===== config.mk =====
export PLATFORM = sky130hd
export DESIGN_NAME = capi_command_arbiter
export DESIGN_NICKNAME = d
export VERILOG_FILES = /design/src/rtl/capi_command_arbiter.sv
export SDC_FILE = /design/constraint.sdc
export NUM_CORES = 1
export LEC_CHECK = 0
export ABC_AREA = 1
export BUFFER_PORTS_ARGS = -buffer_cell sky130_fd_sc_hd__buf_2
export CAP_MARGIN = 0
export CORE_AREA = 2 2 201 203
export CTS_CLUSTER_SIZE = 24
export DETAILED_ROUTE_END_ITERATION = 16
export DIE_AREA = 0 0 203 205
export MAX_ROUTING_LAYER = met4
export SYNTH_ARGS = -nofsm -noshare
export SYNTH_HDL_FRONTEND = slang
export SYNTH_SLANG_ARGS = --single-unit

===== constraint.sdc =====
create_clock -name clock -period 8.17 [get_ports clock]
set_clock_uncertainty 0.05 [all_clocks]
set_input_delay 0.817 -clock clock [delete_from_list [all_inputs] [get_ports clock]]
set_output_delay 0.817 -clock clock [all_outputs]
set_load 0.02 [all_outputs]

===== src/rtl/capi_command_arbiter.sv =====
// capi_command_arbiter
//   Shares one PSL command interface among NUM_REQ work-element requesters.
//   Requester i always issues with tag i and may have at most one command in
//   flight. PSL command credits are loaded from croom once per job and
//   tracked with signed returns from the response port.
//
// Ports
//   clock, reset        system clock, synchronous active-high reset
//   enable              job running; gates grants and the credit load
//   croom               initial PSL command credit count
//   req_valid/command/address/size  per-requester command request (flattened)
//   req_ready           one-hot combinational grant strobe
//   rsp_done, rsp_code  one-cycle completion pulse routed by tag, with code
//   cmd_*               registered PSL command port with odd parity
//   resp_valid/tag/code/credits     PSL response port
//   tag_error           sticky flag for a response with an unexpected tag
module capi_command_arbiter #(
  parameter int NUM_REQ  = 4,
  parameter int CREDIT_W = 9
) (
  input  logic                  clock,
  input  logic                  reset,
  input  logic                  enable,
  input  logic [7:0]            croom,
  input  logic [NUM_REQ-1:0]    req_valid,
  input  logic [NUM_REQ*13-1:0] req_command,
  input  logic [NUM_REQ*64-1:0] req_address,
  input  logic [NUM_REQ*12-1:0] req_size,
  output logic [NUM_REQ-1:0]    req_ready,
  output logic [NUM_REQ-1:0]    rsp_done,
  output logic [7:0]            rsp_code,
  output logic                  cmd_valid,
  output logic [12:0]           cmd_command,
  output logic [63:0]           cmd_address,
  output logic [11:0]           cmd_size,
  output logic [7:0]            cmd_tag,
  output logic                  cmd_command_parity,
  output logic                  cmd_address_parity,
  output logic                  cmd_tag_parity,
  input  logic                  resp_valid,
  input  logic [7:0]            resp_tag,
  input  logic [7:0]            resp_code,
  input  logic [8:0]            resp_credits,
  output logic                  tag_error
);

  localparam int IDX_W   = $clog2(NUM_REQ);
  localparam int PAD_N   = 1 << IDX_W;
  localparam logic signed [CREDIT_W-1:0] CREDITS_ZERO = '0;

  logic signed [CREDIT_W-1:0] credits_reg;
  logic                       loaded_reg;
  logic [NUM_REQ-1:0]         busy_reg;
  logic [IDX_W-1:0]           rr_ptr_reg;
  logic                       cmd_valid_reg;
  logic [12:0]                cmd_command_reg;
  logic [63:0]                cmd_address_reg;
  logic [11:0]                cmd_size_reg;
  logic [7:0]                 cmd_tag_reg;
  logic [NUM_REQ-1:0]         rsp_done_reg;
  logic [7:0]                 rsp_code_reg;
  logic                       tag_error_reg;

  logic [12:0] command_arr [NUM_REQ];
  logic [63:0] address_arr [NUM_REQ];
  logic [11:0] size_arr    [NUM_REQ];

  logic [NUM_REQ-1:0] eligible;
  logic [PAD_N-1:0]   eligible_pad;
  logic [PAD_N-1:0]   busy_pad;
  logic [IDX_W:0]     rr_sum;
  logic [IDX_W-1:0]   rr_idx;
  logic [IDX_W-1:0]   grant_idx;
  logic               grant_hit;
  logic               grant_fire;
  logic               resp_in_range;
  logic               resp_hit;
  logic [NUM_REQ-1:0] resp_clear;

  logic signed [CREDIT_W-1:0] credit_ret;
  logic signed [CREDIT_W-1:0] grant_dec;
  logic signed [CREDIT_W-1:0] credits_next;

  // A requester whose completion is being reported this cycle sits out one
  // more cycle, so a re-grant never lands in the same cycle as its rsp_done.
  assign eligible = req_valid & ~busy_reg & ~rsp_done_reg;

  always_comb begin
    eligible_pad = '0;
    eligible_pad[NUM_REQ-1:0] = eligible;
    busy_pad = '0;
    busy_pad[NUM_REQ-1:0] = busy_reg;
  end

  // Round-robin search: first eligible index at or after rr_ptr, wrapping.
  always_comb begin
    grant_idx = '0;
    grant_hit = 1'b0;
    rr_sum    = '0;
    rr_idx    = '0;
    for (int k = 0; k < NUM_REQ; k++) begin
      rr_sum = {1'b0, rr_ptr_reg} + (IDX_W+1)'(k);
      if (rr_sum >= (IDX_W+1)'(NUM_REQ)) begin
        rr_sum = rr_sum - (IDX_W+1)'(NUM_REQ);
      end
      rr_idx = rr_sum[IDX_W-1:0];
      if (!grant_hit && eligible_pad[rr_idx]) begin
        grant_hit = 1'b1;
        grant_idx = rr_idx;
      end
    end
  end

  // Reset is folded in so no strobe escapes during the reset cycle itself.
  assign grant_fire = !reset && enable && loaded_reg &&
                      (credits_reg > CREDITS_ZERO) && grant_hit;

  assign resp_in_range = resp_tag < 8'(NUM_REQ);
  assign resp_hit      = resp_valid && resp_in_range &&
                         busy_pad[resp_tag[IDX_W-1:0]];

  for (genvar gi = 0; gi < NUM_REQ; gi++) begin : g_req
    assign command_arr[gi] = req_command[gi*13 +: 13];
    assign address_arr[gi] = req_address[gi*64 +: 64];
    assign size_arr[gi]    = req_size[gi*12 +: 12];
    assign req_ready[gi]   = grant_fire && (grant_idx == IDX_W'(gi));
    assign resp_clear[gi]  = resp_hit && (resp_tag == 8'(gi));
  end

  // Returned credits are signed, so they are sign-extended into the counter.
  assign credit_ret   = resp_valid ? CREDIT_W'($signed(resp_credits)) : CREDITS_ZERO;
  assign grant_dec    = grant_fire ? CREDIT_W'(1) : CREDITS_ZERO;
  assign credits_next = credits_reg - grant_dec + credit_ret;

  always_ff @(posedge clock) begin
    if (reset) begin
      credits_reg     <= '0;
      loaded_reg      <= 1'b0;
      busy_reg        <= '0;
      rr_ptr_reg      <= '0;
      cmd_valid_reg   <= 1'b0;
      cmd_command_reg <= '0;
      cmd_address_reg <= '0;
      cmd_size_reg    <= '0;
      cmd_tag_reg     <= '0;
      rsp_done_reg    <= '0;
      rsp_code_reg    <= '0;
      tag_error_reg   <= 1'b0;
    end else begin
      if (enable && !loaded_reg) begin
        credits_reg <= CREDIT_W'(croom);
        loaded_reg  <= 1'b1;
      end else begin
        credits_reg <= credits_next;
      end

      busy_reg      <= (busy_reg | req_ready) & ~resp_clear;
      cmd_valid_reg <= grant_fire;
      if (grant_fire) begin
        cmd_command_reg <= command_arr[grant_idx];
        cmd_address_reg <= address_arr[grant_idx];
        cmd_size_reg    <= size_arr[grant_idx];
        cmd_tag_reg     <= 8'(grant_idx);
        rr_ptr_reg      <= (grant_idx == IDX_W'(NUM_REQ-1)) ? '0 : grant_idx + 1'b1;
      end

      rsp_done_reg <= resp_clear;
      if (resp_hit) begin
        rsp_code_reg <= resp_code;
      end
      if (resp_valid && !resp_hit) begin
        tag_error_reg <= 1'b1;
      end
    end
  end

  assign cmd_valid          = cmd_valid_reg;
  assign cmd_command        = cmd_command_reg;
  assign cmd_address        = cmd_address_reg;
  assign cmd_size           = cmd_size_reg;
  assign cmd_tag            = cmd_tag_reg;
  assign cmd_command_parity = ~^cmd_command_reg;
  assign cmd_address_parity = ~^cmd_address_reg;
  assign cmd_tag_parity     = ~^cmd_tag_reg;
  assign rsp_done           = rsp_done_reg;
  assign rsp_code           = rsp_code_reg;
  assign tag_error          = tag_error_reg;

endmodule


; ---- Word-level counts from Yosys, hierarchy flattened
; Index checks and enable logic that the tools add are counted.
[op_classes]
n_mux = 35
n_eq_ne = 6
addsub = 10
n_lt_le_gt_ge = 12
reduce_logical = 31
bitwise_logic = 8
[ops]
columns = operator, n
row1 = binary-select mux 64 bit (select 2 bit), 1
row2 = 2-to-1 mux 64 bit, 2
row3 = XNOR reduction 64 bit, 1
row4 = binary-select mux 13 bit (select 2 bit), 1
row5 = 2-to-1 mux 13 bit, 2
row6 = binary-select mux 12 bit (select 2 bit), 1
row7 = 2-to-1 mux 12 bit, 2
row8 = logical AND 1 bit, 19
row9 = 2-to-1 mux 2 bit, 9
row10 = equality test 8 x 2 -> 1 bit (second input constant), 2
row11 = less-than comparator 2 x 3 -> 1 bit (second input constant), 5
row12 = XNOR reduction 13 bit, 1
row13 = AND 4 bit, 3
row14 = >= comparator 3 bit (second input constant), 4
row15 = inverter 4 bit, 3
row16 = binary-select mux 1 bit (select 2 bit), 5
row17 = 2-to-1 mux 1 bit, 10
row18 = adder 9 bit, 1
row19 = greater-than comparator 9 x 1 -> 1 bit (second input constant), 1
row20 = 2-to-1 mux 9 bit, 1
row21 = subtractor 9 x 2 -> 9 bit, 1
row22 = equality test 8 x 1 -> 1 bit (second input constant), 1
row23 = zero test 8 bit, 1
row24 = less-than comparator 8 x 3 -> 1 bit (second input constant), 1
row25 = other kinds (14), 24
[totals]
inputBits = 397
wordCells = 115
out_inout_bits = 118
reg_bits = 121

; ---- Longest topological paths before layout
[logic_depth]
word_depth = 20
mapped_depth = 27

; ---- Worst setup path after synthesis
; Ideal clock, no wire load.
[synth_path]
path_kind = in2reg
start = input reset
end = register credits_reg[8]
required_ns = 8.050
t_arrival_ns = 3.797
path_stages = 22
slack_ns = 4.253
path_cell_list = clkbuf_1 inv_1 nand3_1 a211oi_1 o21ai_4 inv_2 buf_6 buf_2 ha_1 inv_1 ha_1 inv_1 fa_1 o21ai_0 nand2_1 nand2_1 a21oi_1 o21ai_0 a21oi_1 inv_1 nand2_1 a21oi_1
[synth_via]
elab_chain_cells = 8
word_cells_on_any_way = 9
classes_between = 2 x add/sub / 1 x mux / 6 x reduce/logical
[synth_rtl]
columns = element, line
row1 = "start, declared", 22  ; input logic reset,
row2 = zero test 1 bit, 115  ; assign grant_fire = !reset && enable && loaded_reg &&
row3 = logical AND 1 bit (3 in a row), 115
row4 = logical AND 1 bit, 116  ; (credits_reg > CREDITS_ZERO) && grant_hit;
row5 = named net grant_fire, 75  ; logic grant_fire;
row6 = 2-to-1 mux 1 bit, 132  ; assign grant_dec = grant_fire ? CREDIT_W'(1) : CREDITS_ZERO;
row7 = subtractor 9 x 2 -> 9 bit, 133  ; assign credits_next = credits_reg - grant_dec + credit_ret;
row8 = adder 9 bit, 133
row9 = "end signal, assigned", 151  ; credits_reg <= CREDIT_W'(croom);
row10 = "end signal, assigned", 154  ; credits_reg <= credits_next;
row11 = "end, declared", 51  ; logic signed [CREDIT_W-1:0] credits_reg;
; The timed path passes the listed nets, and every way through them passes these cells.
; A chain may end at the register's enable or synchronous reset.

; ---- Final worst setup path
[layout_path]
start = register rr_ptr_reg[0]
end = output req_ready[3]
[layout_via]
elab_chain_cells = 16
word_cells_on_any_way = 40
classes_between = 7 x add/sub / 4 x order compare / 1 x eq/ne / 20 x mux / 8 x reduce/logical
[layout_rtl]
columns = element, line
row1 = "start, declared", 54  ; logic [IDX_W-1:0] rr_ptr_reg;
row2 = "start signal, assigned", 164  ; rr_ptr_reg <= (grant_idx == IDX_W'(NUM_REQ-1)) ? '0 : grant_idx + 1'b1;
row3 = branches (longest 13 deep; another with adder 2 x 1 -> 3 bit), -
row4 = 2-to-1 mux 2 bit *, 107  ; if (!grant_hit && eligible_pad[rr_idx]) begin
row5 = named net grant_idx[0], 73  ; logic [IDX_W-1:0] grant_idx;
row6 = equality test 2 bit *, 126  ; assign req_ready[gi] = grant_fire && (grant_idx == IDX_W'(gi));
row7 = logical AND 1 bit *, 126
row8 = "end, declared", 29  ; output logic [NUM_REQ-1:0] req_ready,
; Mark *: on every way through the listed nets, which the timed path passes. The select of a mux whose other input is x is not followed.

==> results.ini <==
[status]
outcome=finished, final reports clean

[critical_path]
r2r_slack_ns=3.87
cp_max_fo=82
r2r_cells=14
r2r_end=cmd_address[27]$_SDFFE_PP0P_
required_ns=7.30
cp-start-kind=flip-flop
end_kind=output port
crit_arrival_ns=4.00
critical_path_class=flip-flop to output port
rr_startpoint=rr_ptr_reg[0]$_SDFFE_PP0P_

[sta]
setup_violations=0
finalCriticalPeriod_ns=4.867
period_share_pct=59.57
timing.fmax_mhz=205.5
whs_ns=0.4348
report.final.slew_viol_count=0
tightest_slew_ns=1.064
rsz0062_at_grt=no
final-hold-violation-count=0
slew-limit-headroom_pct=29.09
fin_tns_setup_ns=0

[final_layout]
drive_above_1_share_pct=23.61
layout_commonest_cell=inv_1
nets=2781
largest_register_ffs=64
fin_util_pct=35.60
area_delta_synth_final_pct=30.23
final_cell_count_no_fill=2903
fillers=4474
regArea_sq_um=2422
multi_input_area_sq_um=5846
mostFrequentLayoutCells=510 x inv_1, 507 x buf_2, 473 x nand3_1

[pwr]
fin_total_pwr_uw=2967
p_per_area_nw_per_um2=211.7
ir_drop_v=0.0001370
p_leak_uw=0.008802

[placed_design]
place.gp.congestion=0.9113
portBuffers=508
dp_hpwl_mm=30.24
dp_cells=2869

[hold_path]
hp-class=flip-flop to flip-flop
worst_hold_startpoint=rsp_code[6]$_SDFFE_PP0P_
hold_end=rsp_code[6]$_SDFFE_PP0P_
min_path_cells=2

[clock_network]
ctsHoldBuffers=0
cts_setup_buffers=0
clkSlewWorstSetupHoldPaths_ns=0.06
clk_path_buf_depth=2
post_cts_resize_count=0
cts_tree=built
clock_latency_ns=0.41
numCtsBuffers=17
ctsHtreeMaxLevel=4
clockRootBuffer=clkbuf_16
cts_sinks=121

[global_route]
grt_antenna_before_repair=3
grt_overflow=0
first_global_vias=11840
grt_max_degree=108
grt_use_total_pct=18.75
grt_pass1_wl_mm=60.64

[detailed_routing]
ant_nets=0
drtIter0Drc=735
vias=12840
drt_pass1_iterations=5
vias_per_cell=4.424
routed_wl_mm=39.29
drt-wirelength-per-cell_um=13.53
route.detailed.drc=0

[yosys]
synth.distinct_cells=28
syn-instance-count=1942
synth_top_flop_cell=dfxtp_1
synth_edf_count=0
synth.avg_cell_area_sq_um=5.541
ys_ff_latch=121
ys_warn_count=0
async_flop_share_pct=0
yosysSeqAreaShare_pct=22.51
syn-cell-area_sq_um=10760

[floorplan]
start_util_pct=27.33
die_w_um=203
ios=515
placement_rows=73
fp.coreArea_sq_um=39370
dieArea_sq_um=41620
die_h_um=205

[job]
drv_cap=0

[stage by stage]
| stage | worst slack, ns | area [sq um] |
|---|---|---|
| global route | 2.898 | 14010 |
| global placement | 3.376 | 13470 |
| CTS | 3.182 | 14010 |
| finish | 3.303 | 14010 |
| detailed placement | 3.335 | 13470 |
| floorplan | 4.253 | 10780 |
[cell families after synthesis]
group	after synthesis	share of synthesized area, %
fa+ha+maj	21	2.512
flops	121	22.51
compound gates	49	2.523
xor+xnor	82	6.674
simple gates	1035	42.03
other cells	1	0.03485
buf+inv	633	23.71
[worst max-delay path by stage]
stage | start | to | slack, ns | depth (start not counted)
3_3_place_gp | reset | credits_reg[8]$_SDFF_PP0_ | 3.38 | 20
2_1_floorplan | reset | credits_reg[8]$_SDFF_PP0_ | 4.25 | 22
6_report | rr_ptr_reg[0]$_SDFFE_PP0P_ | req_ready[3] | 3.30 | 13
3_5_place_dp | reset | credits_reg[8]$_SDFF_PP0_ | 3.33 | 20
4_1_cts | rr_ptr_reg[0]$_SDFFE_PP0P_ | req_ready[3] | 3.18 | 13
5_1_grt | rr_ptr_reg[0]$_SDFFE_PP0P_ | req_ready[3] | 2.90 | 13
[synth_stat cells (all sizes together), types with 20 or more instances]
cell type | n | area [sq um]
a21oi | 20 | 100.1
buf | 90 | 513.0
clkbuf | 30 | 112.6
dfxtp | 121 | 2422
ha | 20 | 250.2
inv | 513 | 1926
nand2 | 343 | 1305
nand3 | 473 | 2367
nor2 | 208 | 780.8
o21ai | 23 | 126.4
xnor2 | 57 | 499.2
xor2 | 25 | 219.0
[area by class of cell]
class | instances | share of cell area [%]
inverter | 513 | 13.79
sequential | 121 | 17.29
timing repair buffer | 517 | 18.64
antenna | 2 | 0.03571
multi-input combinational | 1193 | 41.71
clock buffer | 18 | 3.134
clock inverter | 14 | 0.7143
tap | 525 | 4.688
[power breakdown]
group	internal, uW	switching (uW)
logic	550	1010
clock network	396	301
registers	653	53.0
total	1600	1370
[per-layer routing]
metal  up-vias  routed length, um  track usage, %
li1       6625                  -               -
met1      5666              16770           22.32
met2       507              18860           31.70
met3        44               2673           3.532
met4         0                990           6.491
met5         -                  0               -
[worst max-delay path, stage by stage (launching register included)]
cell and delay [ns]:
dfxtp_1 0.69, inv_1 0.24, nand2_1 0.14, nand2_1 0.07
nand2_1 0.07, nand2_2 0.08, a21oi_1 0.34, nand2_8 0.38
nand2_4 0.79, inv_1 0.16, ha_1 0.24, inv_1 0.07
nor2_1 0.07, buf_2 0.17
Power figures use the tool's default switching activity.
